$ cat config.mk
export PLATFORM = sky130hd
export DESIGN_NAME = sfu_share_arb_flat
export DESIGN_NICKNAME = d
export VERILOG_FILES = /design/src/rtl/sfu_share_arb_if.sv /design/src/rtl/sfu_share_arb.sv /design/src/flat_wrapper.sv
export SDC_FILE = /design/constraint.sdc
export NUM_CORES = 1
export LEC_CHECK = 0
export CORE_ASPECT_RATIO = 0.6
export CORE_MARGIN = 2
export CORE_UTILIZATION = 51
export CTS_CLUSTER_SIZE = 25
export DETAILED_ROUTE_END_ITERATION = 7
export MAX_ROUTING_LAYER = met4
export PLACE_DENSITY = 0.86
export SLEW_MARGIN = 10
export SYNTH_ARGS = -nofsm -noshare
export SYNTH_HDL_FRONTEND = slang
export SYNTH_SLANG_ARGS = --single-unit
$ cat constraint.sdc
create_clock -name clk -period 4.4 [get_ports clk]
set_input_delay 1.1 -clock clk [delete_from_list [all_inputs] [get_ports clk]]
set_output_delay 1.1 -clock clk [all_outputs]
set_load 0.01 [all_outputs]
$ cat src/rtl/sfu_share_arb_if.sv
// Request, unit and result bundle between the two SFU requesters, the arbiter
// and the shared softplus_or_exp16 pipeline.
// slave modport: arbiter side. master modport: requesters plus unit side.
interface sfu_share_arb_if #(
  parameter int DW   = 16,
  parameter int TAGW = 4
);
  // softplus requester
  logic            s_valid_i;
  logic            s_ready_o;
  logic [DW-1:0]   s_x_i;
  logic [TAGW-1:0] s_tag_i;
  // exp requester
  logic            e_valid_i;
  logic            e_ready_o;
  logic [DW-1:0]   e_x_i;
  logic [TAGW-1:0] e_tag_i;
  // shared unit
  logic            u_valid_o;
  logic            u_mode_softplus_o;
  logic [DW-1:0]   u_x_o;
  logic [DW-1:0]   u_y_s_i;
  logic            u_valid_s_i;
  logic [DW-1:0]   u_y_e_i;
  logic            u_valid_e_i;
  // results back to the requesters (no backpressure)
  logic            s_res_valid_o;
  logic [DW-1:0]   s_res_o;
  logic [TAGW-1:0] s_res_tag_o;
  logic            e_res_valid_o;
  logic [DW-1:0]   e_res_o;
  logic [TAGW-1:0] e_res_tag_o;

  modport slave (
    input  s_valid_i, s_x_i, s_tag_i, e_valid_i, e_x_i, e_tag_i,
    input  u_y_s_i, u_valid_s_i, u_y_e_i, u_valid_e_i,
    output s_ready_o, e_ready_o, u_valid_o, u_mode_softplus_o, u_x_o,
    output s_res_valid_o, s_res_o, s_res_tag_o,
    output e_res_valid_o, e_res_o, e_res_tag_o
  );

  modport master (
    output s_valid_i, s_x_i, s_tag_i, e_valid_i, e_x_i, e_tag_i,
    output u_y_s_i, u_valid_s_i, u_y_e_i, u_valid_e_i,
    input  s_ready_o, e_ready_o, u_valid_o, u_mode_softplus_o, u_x_o,
    input  s_res_valid_o, s_res_o, s_res_tag_o,
    input  e_res_valid_o, e_res_o, e_res_tag_o
  );
endinterface

$ cat src/rtl/sfu_share_arb.sv
// Purpose: time-shares one softplus_or_exp16 pipe between softplus and exp requesters.
// Latency: accept -> unit issue 1 cycle; accept -> result 1+PIPE_LAT cycles.
// Backpressure: bounded-burst round-robin readies, dropped while drain_i; results have none.
// Ports: clk/rstn (sync, active-low); io = requests, unit drive/return, results;
//   drain_i blocks accepts, drained_o = nothing in flight, err_o = sticky valid mismatch.
module sfu_share_arb #(
  parameter int DW        = 16,
  parameter int PIPE_LAT  = 33,
  parameter int TAGW      = 4,
  parameter int MAX_BURST = 4
) (
  input  logic             clk,
  input  logic             rstn,
  sfu_share_arb_if.slave   io,
  input  logic             drain_i,
  output logic             drained_o,
  output logic             err_o
);

  localparam int CW = $clog2(MAX_BURST + 1);
  localparam int OW = $clog2(PIPE_LAT + 3);
  localparam logic [CW-1:0] CNT_MAX = CW'(MAX_BURST);

  typedef enum logic [1:0] {IDLE, OWN_S, OWN_E} state_t;

  typedef struct packed {
    logic            v;
    logic            own_s;
    logic [TAGW-1:0] tag;
  } tag_ent_t;

  state_t        state;
  logic [CW-1:0] cnt;
  logic          last_s;   // 1: last grant went to softplus

  logic grant_s, grant_e;
  logic acc_s, acc_e, acc;

  // Grant: the owner keeps the slot until its burst is used up, but only if
  // the other side is actually waiting; otherwise it may continue indefinitely.
  always_comb begin
    grant_s = 1'b0;
    grant_e = 1'b0;
    case (state)
      OWN_S: begin
        if (io.s_valid_i && (cnt < CNT_MAX || !io.e_valid_i)) grant_s = 1'b1;
        else if (io.e_valid_i)                                 grant_e = 1'b1;
      end
      OWN_E: begin
        if (io.e_valid_i && (cnt < CNT_MAX || !io.s_valid_i)) grant_e = 1'b1;
        else if (io.s_valid_i)                                 grant_s = 1'b1;
      end
      default: begin
        if (io.s_valid_i && io.e_valid_i) begin
          grant_s = ~last_s;
          grant_e = last_s;
        end else begin
          grant_s = io.s_valid_i;
          grant_e = io.e_valid_i;
        end
      end
    endcase
  end

  assign io.s_ready_o = grant_s & ~drain_i & rstn;
  assign io.e_ready_o = grant_e & ~drain_i & rstn;
  assign acc_s = io.s_valid_i & io.s_ready_o;
  assign acc_e = io.e_valid_i & io.e_ready_o;
  assign acc   = acc_s | acc_e;

  // Arbitration state moves only on an accept, apart from falling back to
  // IDLE when nobody is requesting (and not draining).
  always_ff @(posedge clk) begin
    if (!rstn) begin
      state  <= IDLE;
      cnt    <= '0;
      last_s <= 1'b0;
    end else if (acc_s) begin
      last_s <= 1'b1;
      if (state == OWN_S) begin
        if (cnt != CNT_MAX) cnt <= cnt + CW'(1);
      end else begin
        state <= OWN_S;
        cnt   <= CW'(1);
      end
    end else if (acc_e) begin
      last_s <= 1'b0;
      if (state == OWN_E) begin
        if (cnt != CNT_MAX) cnt <= cnt + CW'(1);
      end else begin
        state <= OWN_E;
        cnt   <= CW'(1);
      end
    end else if (!drain_i && state != IDLE && !io.s_valid_i && !io.e_valid_i) begin
      state <= IDLE;
    end
  end

  // Unit drive: operand and mode hold between issues.
  always_ff @(posedge clk) begin
    if (!rstn) begin
      io.u_valid_o         <= 1'b0;
      io.u_x_o             <= '0;
      io.u_mode_softplus_o <= 1'b1;
    end else begin
      io.u_valid_o <= acc;
      if (acc) begin
        io.u_x_o             <= acc_s ? io.s_x_i : io.e_x_i;
        io.u_mode_softplus_o <= acc_s;
      end
    end
  end

  // Tag pipe: entry loaded at the accept edge reaches index PIPE_LAT in the
  // same cycle the unit presents the matching result.
  tag_ent_t pipe [PIPE_LAT+1];
  tag_ent_t head;

  always_ff @(posedge clk) begin
    if (!rstn) begin
      for (int i = 0; i <= PIPE_LAT; i++) pipe[i] <= '0;
    end else begin
      pipe[0] <= '{v: acc, own_s: acc_s, tag: (acc_s ? io.s_tag_i : io.e_tag_i)};
      for (int i = 1; i <= PIPE_LAT; i++) pipe[i] <= pipe[i-1];
    end
  end

  assign head = pipe[PIPE_LAT];

  // Any disagreement between the expected and the observed unit valids is a
  // protocol error; the head is then not forwarded to either requester.
  logic mismatch;
  always_comb begin
    if (!head.v)         mismatch = io.u_valid_s_i | io.u_valid_e_i;
    else if (head.own_s) mismatch = ~io.u_valid_s_i | io.u_valid_e_i;
    else                 mismatch = ~io.u_valid_e_i | io.u_valid_s_i;
  end

  assign io.s_res_valid_o = head.v &  head.own_s & ~mismatch;
  assign io.e_res_valid_o = head.v & ~head.own_s & ~mismatch;
  assign io.s_res_o       = io.s_res_valid_o ? io.u_y_s_i : '0;
  assign io.e_res_o       = io.e_res_valid_o ? io.u_y_e_i : '0;
  assign io.s_res_tag_o   = io.s_res_valid_o ? head.tag   : '0;
  assign io.e_res_tag_o   = io.e_res_valid_o ? head.tag   : '0;

  always_ff @(posedge clk) begin
    if (!rstn)         err_o <= 1'b0;
    else if (mismatch) err_o <= 1'b1;
  end

  // In-flight count: retirement is tracked from the tag pipe, so a dropped
  // unit valid still retires its slot.
  logic [OW-1:0] out_cnt;
  always_ff @(posedge clk) begin
    if (!rstn)                 out_cnt <= '0;
    else if (acc && !head.v)   out_cnt <= out_cnt + OW'(1);
    else if (!acc && head.v)   out_cnt <= out_cnt - OW'(1);
  end

  assign drained_o = (out_cnt == '0);

endmodule

$ cat src/flat_wrapper.sv
// flat-port wrapper written by rule: the top's interface ports become plain ports
module sfu_share_arb_flat 
#(
  parameter int DW        = 16,
  parameter int PIPE_LAT  = 33,
  parameter int TAGW      = 4,
  parameter int MAX_BURST = 4
)
  (clk, rstn, drain_i, drained_o, err_o, io_s_valid_i, io_s_x_i, io_s_tag_i, io_e_valid_i, io_e_x_i, io_e_tag_i, io_u_y_s_i, io_u_valid_s_i, io_u_y_e_i, io_u_valid_e_i, io_s_ready_o, io_e_ready_o, io_u_valid_o, io_u_mode_softplus_o, io_u_x_o, io_s_res_valid_o, io_s_res_o, io_s_res_tag_o, io_e_res_valid_o, io_e_res_o, io_e_res_tag_o);
  sfu_share_arb_if #(.DW(DW), .TAGW(TAGW)) io_i ();
  input  logic clk;
  input  logic rstn;
  input  logic drain_i;
  output logic drained_o;
  output logic err_o;
  input wire logic [$bits(io_i.s_valid_i)-1:0] io_s_valid_i;
  input wire logic [$bits(io_i.s_x_i)-1:0] io_s_x_i;
  input wire logic [$bits(io_i.s_tag_i)-1:0] io_s_tag_i;
  input wire logic [$bits(io_i.e_valid_i)-1:0] io_e_valid_i;
  input wire logic [$bits(io_i.e_x_i)-1:0] io_e_x_i;
  input wire logic [$bits(io_i.e_tag_i)-1:0] io_e_tag_i;
  input wire logic [$bits(io_i.u_y_s_i)-1:0] io_u_y_s_i;
  input wire logic [$bits(io_i.u_valid_s_i)-1:0] io_u_valid_s_i;
  input wire logic [$bits(io_i.u_y_e_i)-1:0] io_u_y_e_i;
  input wire logic [$bits(io_i.u_valid_e_i)-1:0] io_u_valid_e_i;
  output wire logic [$bits(io_i.s_ready_o)-1:0] io_s_ready_o;
  output wire logic [$bits(io_i.e_ready_o)-1:0] io_e_ready_o;
  output wire logic [$bits(io_i.u_valid_o)-1:0] io_u_valid_o;
  output wire logic [$bits(io_i.u_mode_softplus_o)-1:0] io_u_mode_softplus_o;
  output wire logic [$bits(io_i.u_x_o)-1:0] io_u_x_o;
  output wire logic [$bits(io_i.s_res_valid_o)-1:0] io_s_res_valid_o;
  output wire logic [$bits(io_i.s_res_o)-1:0] io_s_res_o;
  output wire logic [$bits(io_i.s_res_tag_o)-1:0] io_s_res_tag_o;
  output wire logic [$bits(io_i.e_res_valid_o)-1:0] io_e_res_valid_o;
  output wire logic [$bits(io_i.e_res_o)-1:0] io_e_res_o;
  output wire logic [$bits(io_i.e_res_tag_o)-1:0] io_e_res_tag_o;
  assign io_i.s_valid_i = io_s_valid_i;
  assign io_i.s_x_i = io_s_x_i;
  assign io_i.s_tag_i = io_s_tag_i;
  assign io_i.e_valid_i = io_e_valid_i;
  assign io_i.e_x_i = io_e_x_i;
  assign io_i.e_tag_i = io_e_tag_i;
  assign io_i.u_y_s_i = io_u_y_s_i;
  assign io_i.u_valid_s_i = io_u_valid_s_i;
  assign io_i.u_y_e_i = io_u_y_e_i;
  assign io_i.u_valid_e_i = io_u_valid_e_i;
  assign io_s_ready_o = io_i.s_ready_o;
  assign io_e_ready_o = io_i.e_ready_o;
  assign io_u_valid_o = io_i.u_valid_o;
  assign io_u_mode_softplus_o = io_i.u_mode_softplus_o;
  assign io_u_x_o = io_i.u_x_o;
  assign io_s_res_valid_o = io_i.s_res_valid_o;
  assign io_s_res_o = io_i.s_res_o;
  assign io_s_res_tag_o = io_i.s_res_tag_o;
  assign io_e_res_valid_o = io_i.e_res_valid_o;
  assign io_e_res_o = io_i.e_res_o;
  assign io_e_res_tag_o = io_i.e_res_tag_o;
  sfu_share_arb #(.DW(DW), .PIPE_LAT(PIPE_LAT), .TAGW(TAGW), .MAX_BURST(MAX_BURST)) u_core (.clk(clk), .rstn(rstn), .io(io_i), .drain_i(drain_i), .drained_o(drained_o), .err_o(err_o));
endmodule
==> impl_metrics.tcl <==
set metrics [dict create \
    rows 34 \
    via_per_inst 4.58 \
    cts.htree.levels 1 \
    path_buf_inv 2 \
    fin_nets 897 \
    ir_drop_mv 0.483 \
    netlist_area_um2 7420 \
    period_share_pct 91.6 \
    slew_violations 0 \
    critPathMostFrequentCell "clkdlybuf4s50_1" \
    drc 0 \
    synth-async-reset-ratio_pct 0 \
    drive_above_1_share_pct 5.61 \
    start_kind "input port" \
    grt_pass1_wl_um 21100 \
    chipHeight_um 97.5 \
    critPathRequiredTime_ns 3.30 \
    crit_fanout 21 \
    fin_tns_setup_ns 0 \
    post_cts_buffers 0 \
    hp-class "reg -> reg" \
    core_um2 14300 \
    p_leak_nw 3.93 \
    path_clk_slew_ns 0.07 \
    end_kind "output port" \
    cts_tree "yes" \
    clockBufferDepth 3 \
    clock-root-buffer "clkbuf_16" \
    areaGrowthSynthToFinish_pct 30.9 \
    hold_buffers 0 \
    gp_congestion 0.848 \
    detail_route.wl_per_cell_um 12.6 \
    syn_avg_cell_area_um2 11.0 \
    setup.worst_path.start "io_u_valid_s_i" \
    vias 4662 \
    critical_path_depth 4 \
    synth_fp_nets 763 \
    antenna_left 0 \
    max_freq_mhz 248 \
    crit_family "buffers and inverters" \
    dp_hpwl_um 7960 \
    status "finished clean" \
    hold_path_depth 1 \
    maxSlewHeadroom_pct 44.3 \
    cts_made_buffers 21 \
    period_needed_ns 4.03 \
    ff2ff_setup_slack_ns 0.93 \
    synth-main-ff-cell "dfxtp_1" \
    die_area_um2 15600 \
    die_w_um 160 \
    ys_seq_area_share_pct 63.1 \
    drt_iter0_markers 185 \
    num_io_pins 143 \
    critPathMaxStageDelay_ns 0.56 \
    grt_max_degree 128 \
    synth.largest_area_cell "dfxtp_1" \
    final_hold_viol_count 0 \
    synth-edff-count 0 \
    r2r_cells 15 \
    worst_hold_slack_ns 0.422 \
    maxCapViolCount 0 \
    grt.total_usage_pct 17.0 \
    crit_type "in -> out" \
    initial_core_util_pct 51.8 \
    cts_resized 0 \
    reg2reg_from "u_core.state[0]" \
    critPathSlowestCell "and4_1" \
    r2r-end "u_core.out_cnt[5]" \
    worst_pin_slew_ns 0.835 \
    synth-seq-cells 234 \
    path_cells "clkdlybuf4s50_1 > and4_1 > and2_1 > clkdlybuf4s50_1" \
    crit_path_end "io_s_res_o[4]" \
    wirelength_um 12800 \
    netlist_instances 673 \
    io_buffers 142 \
    power_density_nw_per_um2 446 \
    grt_pass1_vias 4379 \
    cp.arrival_ns 2.93 \
    clock_latency_ns 0.48 \
    finalSetupViolations 0 \
    skew_ns 0.0132 \
    synth_top_area_share_pct 63.1 \
    rsz0062_at_grt "false" \
    cts_num_sinks 234 \
    ys_types 38 \
    firstDrtPassIters 4 \
    synth_warnings 0 \
    antenna_found_initial 0 \
    diodes 0 \
    ys_top_cells_by_area "dfxtp_1 (63%), and2_1 (20%), mux2i_1 (2.6%)" \
    gr-total-overflow 0 \
]
worst min path at each step:
stage	slack, ns	start	to
2_1_floorplan	0.41	u_core.pipe[0][94]	u_core.pipe[0][100]
3_3_place_gp	0.41	u_core.pipe[0][183]	u_core.pipe[0][189]
3_5_place_dp	0.42	u_core.pipe[0][54]	u_core.pipe[0][60]
4_1_cts	0.43	u_core.pipe[0][122]	u_core.pipe[0][128]
5_1_grt	0.43	u_core.pipe[0][122]	u_core.pipe[0][128]
6_report	0.42	u_core.pipe[0][89]	u_core.pipe[0][95]
where the power goes:
part	internal, mW	switching (mW)	total [mW]	leakage [nW]
sequential	2.15	0.0177	2.17	1.89
combinational	0.154	0.127	0.281	1.68
clock	1.13	0.757	1.89	0.359
total	3.43	0.901	4.33	3.93
cells in the final DEF (no fill, tap or decap), drive strengths merged, types with 2 or more instances in the layout:
cell type / count
xnor2: 3
xor2: 2
o21ai: 18
nor3b: 2
mux2i: 19
nand2: 16
a211oi: 2
and2: 239
a2111o: 2
clkdlybuf4s50: 141
or2: 2
or4: 3
a21oi: 30
buf: 8
a21o: 2
a31oi: 2
nand2b: 2
clkbuf: 26
dfxtp: 234
nor4: 2
nand3b: 2
bufinv: 3
nand3: 6
o211ai: 5
nor2: 5
inv: 19
ha: 10
clkinv: 4
per-stage QoR:
stage / power, mW / instance area (µm²) / utilization [%] / cells / worst slack [ns]
5_1_grt: 4.50 / 9720 / 67.8 / 1018 / 0.247
2_1_floorplan: 2.36 / 7420 / - / 673 / 0.785
3_3_place_gp: 2.49 / 8990 / 62.7 / 982 / 0.342
6_report: 4.33 / 9720 / 67.8 / 1018 / 0.368
4_1_cts: 4.38 / 9720 / 67.8 / 1018 / 0.363
3_5_place_dp: 2.49 / 8990 / 62.7 / 982 / 0.248
synth_stat cells, types with 2 or more instances:
master / n
clkbuf_1: 34
inv_1: 17
a21oi_1: 30
or4_1: 3
and2_1: 239
nor3b_1: 2
a2111o_1: 2
or2_1: 2
mux2i_1: 19
nand3b_1: 2
nand2_1: 16
nand3_1: 6
o21ai_0: 17
ha_1: 10
buf_6: 2
a31oi_1: 2
nor4_1: 2
xnor2_1: 3
nor2_1: 5
a21o_1: 2
buf_2: 2
dfxtp_1: 234
o211ai_1: 5
nand2b_1: 2
xor2_1: 2
routing by layer:
metal  wire, µm  vias up  global-route usage, %
met1       6020     2101                   21.3
met3        790       25                   4.14
met4        318        0                   5.31
met2       5720      126                   27.2
met5          0        -                      -
li1           -     2410                      -
cell families (layout without fill, tap and decap cells):
kind of cell / Yosys count / after routing / synth area share, %
adder cells (fa/ha/maj): 11 / 11 / 1.96
XOR/XNOR: 5 / 5 / 0.590
multiplexers: 19 / 19 / 2.56
buffers and inverters: 55 / 202 / 3.02
flip-flops: 234 / 234 / 63.1
AO/OA/AOI/OAI: 67 / 67 / 5.63
AND/OR/NAND/NOR: 282 / 282 / 23.1
area by class of cell:
| class | count | area (µm²) |
|---|---|---|
| Sequential cell | 234 | 4680 |
| Fill cell | 1017 | 4620 |
| Multi-Input combinational cell | 384 | 2520 |
| Timing Repair Buffer | 149 | 1470 |
| Clock buffer | 26 | 584 |
| Tap cell | 198 | 248 |
| Clock inverter | 10 | 146 |
| Inverter | 17 | 63.8 |
flip-flops by register name (all words and copies together) (netlist names):
| register | cells |
|---|---|
| u_core.state | 2 |
| u_core.last_s | 1 |
| u_core.pipe | 204 |
| u_core.out_cnt | 6 |
| u_core.io.u_x_o | 16 |
| u_core.cnt | 3 |
| u_core.err_o | 1 |
| u_core.io.u_mode_softplus_o | 1 |
Note: power is estimated with default switching activity, not from simulation.
==> RTL change 1 (config.mk and constraints unchanged) <==
`DW` is set to 16 in 3 places; all go to 32.
--- a/src/rtl/sfu_share_arb_if.sv
+++ b/src/rtl/sfu_share_arb_if.sv
@@ -3,5 +3,5 @@
 // slave modport: arbiter side. master modport: requesters plus unit side.
 interface sfu_share_arb_if #(
-  parameter int DW   = 16,
+  parameter int DW   = 32,
   parameter int TAGW = 4
 );
--- a/src/rtl/sfu_share_arb.sv
+++ b/src/rtl/sfu_share_arb.sv
@@ -5,5 +5,5 @@
 //   drain_i blocks accepts, drained_o = nothing in flight, err_o = sticky valid mismatch.
 module sfu_share_arb #(
-  parameter int DW        = 16,
+  parameter int DW        = 32,
   parameter int PIPE_LAT  = 33,
   parameter int TAGW      = 4,
--- a/src/flat_wrapper.sv
+++ b/src/flat_wrapper.sv
@@ -2,5 +2,5 @@
 module sfu_share_arb_flat 
 #(
-  parameter int DW        = 16,
+  parameter int DW        = 32,
   parameter int PIPE_LAT  = 33,
   parameter int TAGW      = 4,
Interface: changed (7 resized); port bits go from 143 to 255. No check against the original RTL was run, so the function may have changed too.
==> RTL change 1 against the original RTL <==
  * Area after synthesis increased by 14%
  * Via count increased by 27%
  * Power increased by 8.9%
  * Worst setup slack got worse by 2.5 ps
  * Sequential cell count increased by 16
  * Final area increased by 22%
  * Cell count increased by 22%
  * Critical path type unchanged
  * Wire length increased by 38%
  * Largest cell class unchanged
==> RTL change 1: results <==
[sta]
max_slew_margin_pct = 42.26
hold_violations = 0
clock_skew_ps = 11.16

[grt]
grt_pass1_wl_um = 27840
grt_usage_pct = 19.92
grt_pass1_vias = 5716
antenna_found_initial = 1
grt_max_degree = 133

[hold_path]
worstHoldPathType = flop to flop
hold_path_depth = 1

[place]
portBuffers = 254
gp_congestion = 0.8866
place_area_um2 = 11090
dp_hpwl_um = 11910

[logic_synthesis]
synth-async-reset-ratio_pct = 0
ys_top_cells_by_count = 271 x and2_1, 250 x dfxtp_1, 37 x clkbuf_1
syn_nets = 937
seq_area_frac_synth_pct = 59.21
synth.distinct_cells = 42
synthTopCellsByArea = dfxtp_1 59%, and2_1 20%, mux2i_1 4.0%
synth_warnings = 0

[clock_tree]
postCtsResizedCells = 0
h-tree-depth = 1
cts_root_buffer = clkbuf_16
insertion_delay_ps = 490
cts_buffers = 22
post-cts-setup-buffer-count = 0
clockBufferDepth = 3
clk_pin_slew_ps = 70

[layout]
layout-drive-gt1-share_pct = 7.522
n_fill_cell = 1115
fin_nets = 1176
reg_top3 = u_core.pipe: 204 flops, u_core.io.u_x_o: 32 flops, u_core.out_cnt: 6 flops

[status]
status = completed

[route]
vias = 5917
wl_met3_um = 1267
dr_wl_met2_um = 8335
avgRoutedWirePerCell_um = 14.17
drt-met1-wl_um = 7566
drtIter0Drc = 213
maxUsedRoutingLayer = met4
firstDrtPassIters = 4

[power]
ir_worst_vdd_uv = 300.3
p_leak_nw = 4.662

[critical_path]
rrSetupSlack_ps = 950
reg2regPathDepth = 14
critPathMaxFanout = 10
arrival_ps = 2930
[RTL change 1: cells by family (layout without fill, tap and decap cells)]
| family | count (synthesis) | in the layout | synth area share (%) |
|---|---|---|---|
| XOR/XNOR | 5 | 5 | 0.5182 |
| AND/OR/NAND/NOR | 317 | 317 | 22.72 |
| multiplexers | 35 | 35 | 4.159 |
| buffers and inverters | 63 | 317 | 3.567 |
| adder cells (fa/ha/maj) | 11 | 11 | 1.717 |
| flip-flops | 250 | 250 | 59.21 |
| other | 0 | 1 | 0 |
| AO/OA/AOI/OAI | 102 | 102 | 8.111 |
[RTL change 1: layer usage]
layer	vias up	track usage [%]
li1	2988	-
met4	0	6.471
met1	2682	23.81
met3	47	4.815
met2	200	33.16
met5	-	-
[RTL change 1: path summary, 6_finish.rpt]
check | from | endpoint
max | io_s_valid_i | io_s_ready_o
min | u_core.pipe[0][115]$_SDFF_PN0_ | u_core.pipe[0][121]$_SDFF_PN0_
max reg2reg | u_core.state[1]$_SDFFE_PN0P_ | u_core.out_cnt[5]$_SDFFE_PN0P_
min reg2reg | u_core.pipe[0][115]$_SDFF_PN0_ | u_core.pipe[0][121]$_SDFF_PN0_
[RTL change 1: per-stage QoR]
stage	utilization, %	std cells	setup slack (ps)	total power, mW	hold WS [ps]
after floorplan	-	783	680.3	2.574	411.9
after global placement	68.39	1207	383.0	2.787	413.0
after detailed placement	68.39	1207	271.8	2.795	416.9
after CTS	73.08	1246	372.9	4.763	431.2
after global routing	73.09	1247	278.8	4.898	441.0
final	73.09	1247	365.1	4.720	424.2
[RTL change 1: critical path, cell delays in order]
cell and delay, ps:
clkdlybuf4s50_1 580, nand3b_1 110, a31oi_1 220, nand2_2 130
inv_2 200, clkdlybuf4s50_1 590
[RTL change 1: report_power, final]
group,leakage (nW),switching [mW],internal [mW]
Clock,0.375,0.793,1.18
Sequential,2.02,0.0260,2.31
Combinational,2.27,0.178,0.240
Total,4.66,0.997,3.72
[RTL change 1: layout make-up]
| cell class | instances | area, µm² | share of cell area (%) |
|---|---|---|---|
| timing repair buffer | 262 | 2600 | 21.94 |
| clock inverter | 7 | 91.34 | 0.7706 |
| clock buffer | 32 | 669.4 | 5.648 |
| antenna | 1 | 2.502 | 0.02111 |
| sequential | 250 | 5005 | 42.23 |
| inverter | 16 | 67.56 | 0.5700 |
| multi-input combinational | 470 | 3156 | 26.62 |
| tap | 209 | 261.5 | 2.206 |
==> RTL change 2 (same flow settings) <==
Without the edit above. Register the output `err_o` once more, with the module's reset; this adds one clock of latency there. The other outputs are not delayed to match.
--- a/src/rtl/sfu_share_arb.sv
+++ b/src/rtl/sfu_share_arb.sv
@@ -29,4 +29,6 @@
     logic [TAGW-1:0] tag;
   } tag_ent_t;
+
+  logic err_s0;
 
   state_t        state;
@@ -145,6 +147,6 @@
 
   always_ff @(posedge clk) begin
-    if (!rstn)         err_o <= 1'b0;
-    else if (mismatch) err_o <= 1'b1;
+    if (!rstn)         err_s0 <= 1'b0;
+    else if (mismatch) err_s0 <= 1'b1;
   end
 
@@ -160,4 +162,12 @@
   assign drained_o = (out_cnt == '0);
 
+  always_ff @(posedge clk) begin
+    if (!rstn) begin
+      err_o <= '0;
+    end else begin
+      err_o <= err_s0;
+    end
+  end
+
 endmodule
 
Function: changed (Yosys sat finds a counterexample within 4 cycles, from zero or initial values and one cycle with rstn low).
==> RTL change 2 against the original RTL <==
  * Wire length increased by 2.4%
  * Final area decreased by 0.85%
  * Core utilization decreased by 0.77 points
  * First-iteration DRC count increased by 18%
  * Synthesized cell count increased by 0.45%
  * Sequential cell count increased by 1
  * Count of clock-buffer cells in the layout increased by 2
  * Worst setup slack got worse by 87 ps
  * Die area increased by 0.30%
  * Power decreased by 5.4%
  * Area after synthesis increased by 0.30%
  * Critical endpoint is now io_s_res_o[1]
==> RTL change 2: results <==
[critical_path]
slowest_stage = and4_1
critical-path-max-stage-delay_ps = 620
arrival_ps = 3020

[power]
ir_worst_vdd_uv = 280.3
p_leak_nw = 3.869

[layout]
layout-drive-gt1-share_pct = 5.109
fin_nets = 899
n_fill_cell = 1092

[route]
drtIter0Drc = 219
drt-total-wl_um = 13150
vias = 4696

[place]
gp_congestion = 0.8230
dp_hpwl_um = 8596

[grt]
grt_pass1_vias = 4529
grt_usage_pct = 17.56
grt_max_degree = 101
grt_pass1_wl_um = 21790

[status]
status = completed

[logic_synthesis]
seq_area_frac_synth_pct = 63.18
synth.distinct_cells = 39
synthTopCellsByArea = dfxtp_1 63%, and2_1 20%, mux2i_1 2.6%
syn_nets = 766
ys_top_cells_by_count = 239 x and2_1, 235 x dfxtp_1, 35 x clkbuf_1

[clock_tree]
cts_buffers = 20
clk_pin_slew_ps = 60

[sta]
clock_skew_ps = 8.359
max_slew.worst_pin.slew_ps = 673.0
-- RTL change 2: cell type report --
class | count | share of cell area [%]
Timing Repair Buffer | 149 | 15.27
Clock inverter | 7 | 0.4414
Inverter | 16 | 0.6232
Sequential cell | 235 | 48.82
Multi-Input combinational cell | 387 | 26.24
Tap cell | 198 | 2.571
Clock buffer | 28 | 6.037
-- RTL change 2: layer usage --
| layer | track usage [%] | wire length [µm] | vias up |
|---|---|---|---|
| met3 | 3.799 | 720 | 24 |
| met1 | 22.77 | 6294 | 2136 |
| met4 | 4.089 | 229 | 0 |
| met5 | - | 0 | - |
| li1 | - | - | 2417 |
| met2 | 28.40 | 5902 | 119 |
-- RTL change 2: logic make-up after synthesis --
kind of cell | after synthesis | synth area share [%]
AO/OA/AOI/OAI | 67 | 5.562
XOR/XNOR | 4 | 0.4706
adder cells (fa/ha/maj) | 11 | 1.949
buffers and inverters | 54 | 2.941
flip-flops | 235 | 63.18
multiplexers | 19 | 2.554
AND/OR/NAND/NOR | 286 | 23.34
-- RTL change 2: through the flow --
step,worst slack (ps),total power [mW],util (%),cell area (µm²),cells
after CTS,283.0,4.146,67.02,9637,1020
after floorplan,923.9,2.365,-,7446,676
after global placement,393.6,2.500,62.68,9012,985
final,280.3,4.100,67.02,9637,1020
after detailed placement,289.6,2.505,62.68,9012,985
after global routing,202.1,4.265,67.02,9637,1020
-- RTL change 2: path summary, 6_finish.rpt --
check	endpoint	slack, ps	start	cells past startpoint
worst max register to register	u_core.out_cnt[3]$_SDFFE_PN0P_	1010	u_core.state[0]$_SDFFE_PN0P_	15
worst min-delay path	u_core.pipe[0][62]$_SDFF_PN0_	430	u_core.pipe[0][56]$_SDFF_PN0_	1
worst max-delay path	io_s_res_o[1]	280	io_u_valid_s_i	4
worst min register to register	u_core.pipe[0][62]$_SDFF_PN0_	430	u_core.pipe[0][56]$_SDFF_PN0_	1
-- RTL change 2: power breakdown --
part	switching [mW]	total, mW	internal, mW
clock	0.714	1.64	0.926
combinational	0.130	0.282	0.153
sequential	0.0178	2.18	2.16
-- RTL change 2: worst max-delay path, delay by kind of cell --
family,cells,cell delay [ps]
buf+inv,2,1080
simple gates,2,840
